===== src/rtl/fir_arith_pkg.sv =====
// fir_arith_pkg: shared operand width, divide-by-zero quotient and divider state encoding
package fir_arith_pkg;
  localparam int DIV_W = 8;
  localparam logic [DIV_W-1:0] DBZ_QUOT = 8'hFF;
  typedef enum logic [1:0] {IDLE = 2'd0, CALC = 2'd1, DONE = 2'd2} state_t;
endpackage


===== src/rtl/div_8bit_seq_if.sv =====
// div_8bit_seq_if: start/busy/done handshake and operand/result bus of the divider
interface div_8bit_seq_if;
  import fir_arith_pkg::*;
  logic start;
  logic [DIV_W-1:0] A;
  logic [DIV_W-1:0] B;
  logic [DIV_W-1:0] Q;
  logic [DIV_W-1:0] R;
  logic busy;
  logic done;
  logic dbz;
  modport master (output start, A, B, input Q, R, busy, done, dbz);
  modport slave (input start, A, B, output Q, R, busy, done, dbz);
endinterface


===== src/rtl/rca_8bit.sv =====
// rca_8bit: 8-bit ripple-carry adder
module rca_8bit (
  input  logic [7:0] a,
  input  logic [7:0] b,
  input  logic       cin,
  output logic [7:0] s,
  output logic       cout
);
  logic [8:0] c;
  assign c[0] = cin;
  for (genvar i = 0; i < 8; i++) begin : g_fa
    assign s[i]     = a[i] ^ b[i] ^ c[i];
    assign c[i+1]   = (a[i] & b[i]) | (c[i] & (a[i] ^ b[i]));
  end
  assign cout = c[8];
endmodule


===== src/rtl/div_8bit_seq.sv =====
// div_8bit_seq: radix-2 restoring unsigned 8/8 divider, one quotient bit per clock
module div_8bit_seq
  import fir_arith_pkg::*;
(
  input logic clk,
  input logic rst,
  div_8bit_seq_if.slave io
);
  state_t state;
  logic [DIV_W-1:0] dvd, dvs, rem, diff, nxt_rem, nxt_dvd;
  logic [DIV_W:0] rem9;
  logic [2:0] cnt;
  logic cout, nb;
  // The kept remainder is always below the divisor, so only the shifted value needs 9 bits
  assign rem9 = {rem, dvd[DIV_W-1]};
  rca_8bit u_sub (.a(rem9[DIV_W-1:0]), .b(~dvs), .cin(1'b1), .s(diff), .cout(cout));
  assign nb      = rem9[DIV_W] | cout;
  assign nxt_rem = nb ? diff : rem9[DIV_W-1:0];
  assign nxt_dvd = {dvd[DIV_W-2:0], nb};
  always_ff @(posedge clk or posedge rst) begin
    if (rst) begin
      state   <= IDLE;
      dvd     <= '0;
      dvs     <= '0;
      rem     <= '0;
      cnt     <= '0;
      io.Q    <= '0;
      io.R    <= '0;
      io.busy <= 1'b0;
      io.done <= 1'b0;
      io.dbz  <= 1'b0;
    end else begin
      io.done <= 1'b0;
      if (state != CALC) begin
        if (io.start && io.B == '0) begin
          state   <= DONE;
          io.done <= 1'b1;
          io.Q    <= DBZ_QUOT;
          io.R    <= io.A;
          io.dbz  <= 1'b1;
        end else if (io.start) begin
          state   <= CALC;
          io.busy <= 1'b1;
          dvd     <= io.A;
          dvs     <= io.B;
          rem     <= '0;
          cnt     <= '0;
        end else begin
          state <= IDLE;
        end
      end else begin
        dvd <= nxt_dvd;
        rem <= nxt_rem;
        cnt <= cnt + 3'd1;
        if (cnt == 3'd7) begin
          state   <= DONE;
          io.busy <= 1'b0;
          io.done <= 1'b1;
          io.Q    <= nxt_dvd;
          io.R    <= nxt_rem;
          io.dbz  <= 1'b0;
        end
      end
    end
  end
endmodule


===== src/flat_wrapper.sv =====
// flat-port wrapper written by rule: the top's interface ports become plain ports
module div_8bit_seq_flat import fir_arith_pkg::*;
  (clk, rst, io_start, io_A, io_B, io_Q, io_R, io_busy, io_done, io_dbz);
  div_8bit_seq_if io_i ();
  input logic clk;
  input logic rst;
  input wire logic [$bits(io_i.start)-1:0] io_start;
  input wire logic [$bits(io_i.A)-1:0] io_A;
  input wire logic [$bits(io_i.B)-1:0] io_B;
  output wire logic [$bits(io_i.Q)-1:0] io_Q;
  output wire logic [$bits(io_i.R)-1:0] io_R;
  output wire logic [$bits(io_i.busy)-1:0] io_busy;
  output wire logic [$bits(io_i.done)-1:0] io_done;
  output wire logic [$bits(io_i.dbz)-1:0] io_dbz;
  assign io_i.start = io_start;
  assign io_i.A = io_A;
  assign io_i.B = io_B;
  assign io_Q = io_i.Q;
  assign io_R = io_i.R;
  assign io_busy = io_i.busy;
  assign io_done = io_i.done;
  assign io_dbz = io_i.dbz;
  div_8bit_seq u_core (.clk(clk), .rst(rst), .io(io_i));
endmodule

===== config.mk =====
export PLATFORM = sky130hd
export DESIGN_NAME = div_8bit_seq_flat
export DESIGN_NICKNAME = d
export VERILOG_FILES = /design/src/rtl/fir_arith_pkg.sv /design/src/rtl/div_8bit_seq_if.sv /design/src/rtl/rca_8bit.sv /design/src/rtl/div_8bit_seq.sv /design/src/flat_wrapper.sv
export SDC_FILE = /design/constraint.sdc
export NUM_CORES = 1
export LEC_CHECK = 0
export CORE_ASPECT_RATIO = 0.9
export CORE_MARGIN = 3
export CORE_UTILIZATION = 60
export DETAILED_ROUTE_END_ITERATION = 7
export DONT_BUFFER_PORTS = 1
export HOLD_SLACK_MARGIN = 0.06
export PLACE_DENSITY = 0.75
export SLEW_MARGIN = 20
export SYNTH_ARGS = -nofsm -noshare
export SYNTH_HDL_FRONTEND = slang
export SYNTH_SLANG_ARGS = --single-unit

===== constraint.sdc =====
create_clock -name clk -period 8.54 [get_ports clk]
set_clock_uncertainty 0.1 [all_clocks]
set_input_delay 1.281 -clock clk [delete_from_list [all_inputs] [get_ports clk]]
set_output_delay 1.281 -clock clk [all_outputs]
set_load 0.03 [all_outputs]

==> impl_metrics.ini <==
[outcome]
status = completed

[placement]
gp_congestion = 0.852
hpwl_mm = 3.40
port_buffers = 0

[setup_path]
max_stage_delay_ps = 470
crit_slowest_cell = fa_1
cp_max_fo = 13
cp-start-kind = register
cpMostUsedCell = fa_1
path_cells = inv_1 -> ha_1 -> fa_1 -> fa_1 -> fa_1 -> fa_1 -> inv_1 -> fa_1 -> fa_1 -> inv_1 -> fa_1 -> nand2b_1 -> nor2_1 -> a21oi_1 -> o221a_2
crit_type = register to register
cp-end-kind = register
crit_path_start = u_core.dvd[7]
cp.required_ps = 8680
arrival_ps = 4630
timing.rr.start = u_core.dvd[7]
r2r_setup_slack_ps = 4050

[worst_hold_path]
hold_path_class = register to register
hold_start = u_core.cnt[1]

[route]
wl_mm = 4.66
wl_met2_mm = 2.18
dr.pass1.iters = 4
routed_via_density = 6.14
route.met3.wl_um = 408
drc_errors = 0
wl_met1_mm = 2.01
vias = 1491
drtIter0Drc = 150
wl_per_cell_um = 19.2
postRouteAntennaNets = 0
top_layer = met4

[timing]
fin_crit_ps = 4490
relSlewSlack = 0.245
setup_viol = 0
tns_ps = 0
hold_viol = 0
slew_viol_final = 0
grt_setup_unrepaired = false
tightestPinTransition_ps = 1130
period_share = 0.526
clock.fmax_ghz = 0.223

[grt]
grt_pass1_vias = 1561
antenna_found_initial = 0
grt_pass1_wl_mm = 7.74
track_usage = 0.220
grt_overflow = 0
grt_max_degree = 49

[floorplanning]
fp.dieW_um = 70.7
start_util = 0.646
die_area_um2 = 4550
rows = 20
ios = 38
core_um2 = 3500
die_h_um = 64.3

[synth]
ys_types = 31
synth.net_count = 230
ys_ff_latch = 48
syn-cell-area_um2 = 2260
syn_area_per_cell_um2 = 11.3
yosysWarnings = 0
syn_inst = 201
ys_seq_area_frac = 0.531

[clock_tree]
cts_root_buffer = clkbuf_8
cts_buffers = 5
htreeDepth = 2
cts_resized = 0
clk_latency_ps = 300
ctsHoldBuffers = 0
clk_path_buf_depth = 2
clk_pin_slew_ps = 90
cts_tree = done
post_cts_buffers = 0
clock_sinks = 48

[pwr]
power.density_nw_per_um2 = 485
power_leakage_nw = 1.05
ir_worst_vdd_mv = 0.222

[cells_and_area]
syn_to_final_growth_pct = 4.31
nets = 227
drive_gt1_frac = 0.151
diodes = 0
nFillCells = 280
fin_util = 0.674

[flow_run]
drv_cap = 0
-- area by class of cell --
type,instances,area [um2],area share
inverter,12,45.0,0.0191
multi-input combinational,131,966,0.409
clock inverter,1,7.51,0.00318
sequential,48,1200,0.509
clock buffer,7,86.3,0.0366
tap,44,55.1,0.0233
-- kinds of logic (layout without fill, tap and decap cells) --
kind of cell / after synthesis / in the layout / share of synthesized area
AOI/OAI and AO/OA: 43 / 43 / 0.144
adders and majority gates: 10 / 10 / 0.0785
buffers and inverters: 22 / 20 / 0.0426
DFF: 48 / 48 / 0.531
muxes: 16 / 16 / 0.0757
and+or+nand+nor: 62 / 62 / 0.129
-- flip-flops by register name, summed over array words and instances, names as in the netlist --
name,cells
u_core.dvd,8
u_core.state,2
u_core.io.done,1
u_core.cnt,3
u_core.io.R,8
u_core.dvs,8
u_core.io.dbz,1
u_core.io.Q,8
u_core.io.busy,1
u_core.rem,8
-- cells in the mapped netlist --
cell type | n | area share
buf_6 | 1 | 0.0050
nand2_1 | 15 | 0.025
a21oi_1 | 18 | 0.040
nand3_1 | 1 | 0.0022
o21ai_0 | 1 | 0.0022
o211ai_2 | 1 | 0.0055
nand2b_1 | 2 | 0.0055
o221a_2 | 8 | 0.040
a22o_1 | 7 | 0.027
and2_1 | 3 | 0.0083
or4_1 | 1 | 0.0033
and2_0 | 1 | 0.0028
clkbuf_1 | 6 | 0.0099
ha_1 | 3 | 0.017
mux2i_1 | 7 | 0.031
or4b_1 | 1 | 0.0044
buf_4 | 1 | 0.0033
mux2_2 | 9 | 0.045
o2bb2ai_1 | 3 | 0.012
or4_4 | 1 | 0.0050
nor2_1 | 29 | 0.048
nor2b_1 | 2 | 0.0055
nand2_4 | 1 | 0.0050
fa_1 | 7 | 0.062
dfrtp_1 | 48 | 0.53
a22oi_2 | 1 | 0.0055
inv_1 | 12 | 0.020
a31oi_1 | 3 | 0.0083
or2_0 | 5 | 0.014
buf_2 | 2 | 0.0044
o21ai_2 | 1 | 0.0039
-- placed cells by master, fill, tap and decap left out --
master and instances:
a22oi_2 1, and2_1 3, a21oi_1 18, a31oi_1 3, ha_1 3, inv_2 1
nand3_1 1, or2_0 5, clkbuf_8 6, o211ai_2 1, o2bb2ai_1 3, nand2b_1 2
and2_0 1, o221a_2 8, clkbuf_1 1, fa_1 7, a22o_1 7, or4b_1 1
or4_1 1, clkinvlp_4 1, nand2_1 15, o21ai_0 1, or4_4 1, nor2_1 29
nand2_4 1, mux2_2 9, nor2b_1 2, o21ai_2 1, inv_1 11, dfrtp_1 48
mux2i_1 7
-- report_power, final --
| part | total, mW | leakage (nW) | internal, mW | switching [mW] |
|---|---|---|---|---|
| sequential | 0.510 | 0.549 | 0.343 | 0.167 |
| clock | 0.142 | 0.0445 | 0.0659 | 0.0759 |
| combinational | 0.494 | 0.461 | 0.227 | 0.267 |
-- worst paths after layout --
check,to,cells past startpoint
min,u_core.cnt[1],1
min reg2reg,u_core.cnt[1],1
max reg2reg,u_core.io.R[2],15
min in group asynchronous,u_core.io.Q[4],1
max in group asynchronous,u_core.dvs[3],1
max,u_core.io.R[2],15
-- per-layer routing --
layer / track usage / vias up
met3: 0.0755 / 9
met4: 0.0704 / 0
met2: 0.330 / 59
met5: 0 / -
li1: - / 684
met1: 0.303 / 739
-- stage by stage --
| stage | setup WS (ps) | hold slack [ps] | cells | cell area (um2) | power [mW] |
|---|---|---|---|---|---|
| 2_1_floorplan | 4300 | 370 | 201 | 2260 | 0.888 |
| 3_3_place_gp | 4210 | 388 | 235 | 2270 | 0.970 |
| 3_5_place_dp | 4050 | 394 | 235 | 2270 | 1.01 |
| 4_1_cts | 4050 | 422 | 243 | 2360 | 1.15 |
| 5_1_grt | 3790 | 440 | 243 | 2360 | 1.23 |
| 6_report | 4050 | 419 | 243 | 2360 | 1.15 |
-- critical path, delay by kind of cell (launching register included) --
| kind | cells | cell delay [ps] |
|---|---|---|
| AND/OR/NAND/NOR | 2 | 420 |
| flip-flops | 1 | 380 |
| AO/OA/AOI/OAI | 2 | 480 |
| buffers and inverters | 3 | 200 |
| adder cells (fa/ha/maj) | 8 | 2860 |
(Power assumes the default switching activity.)
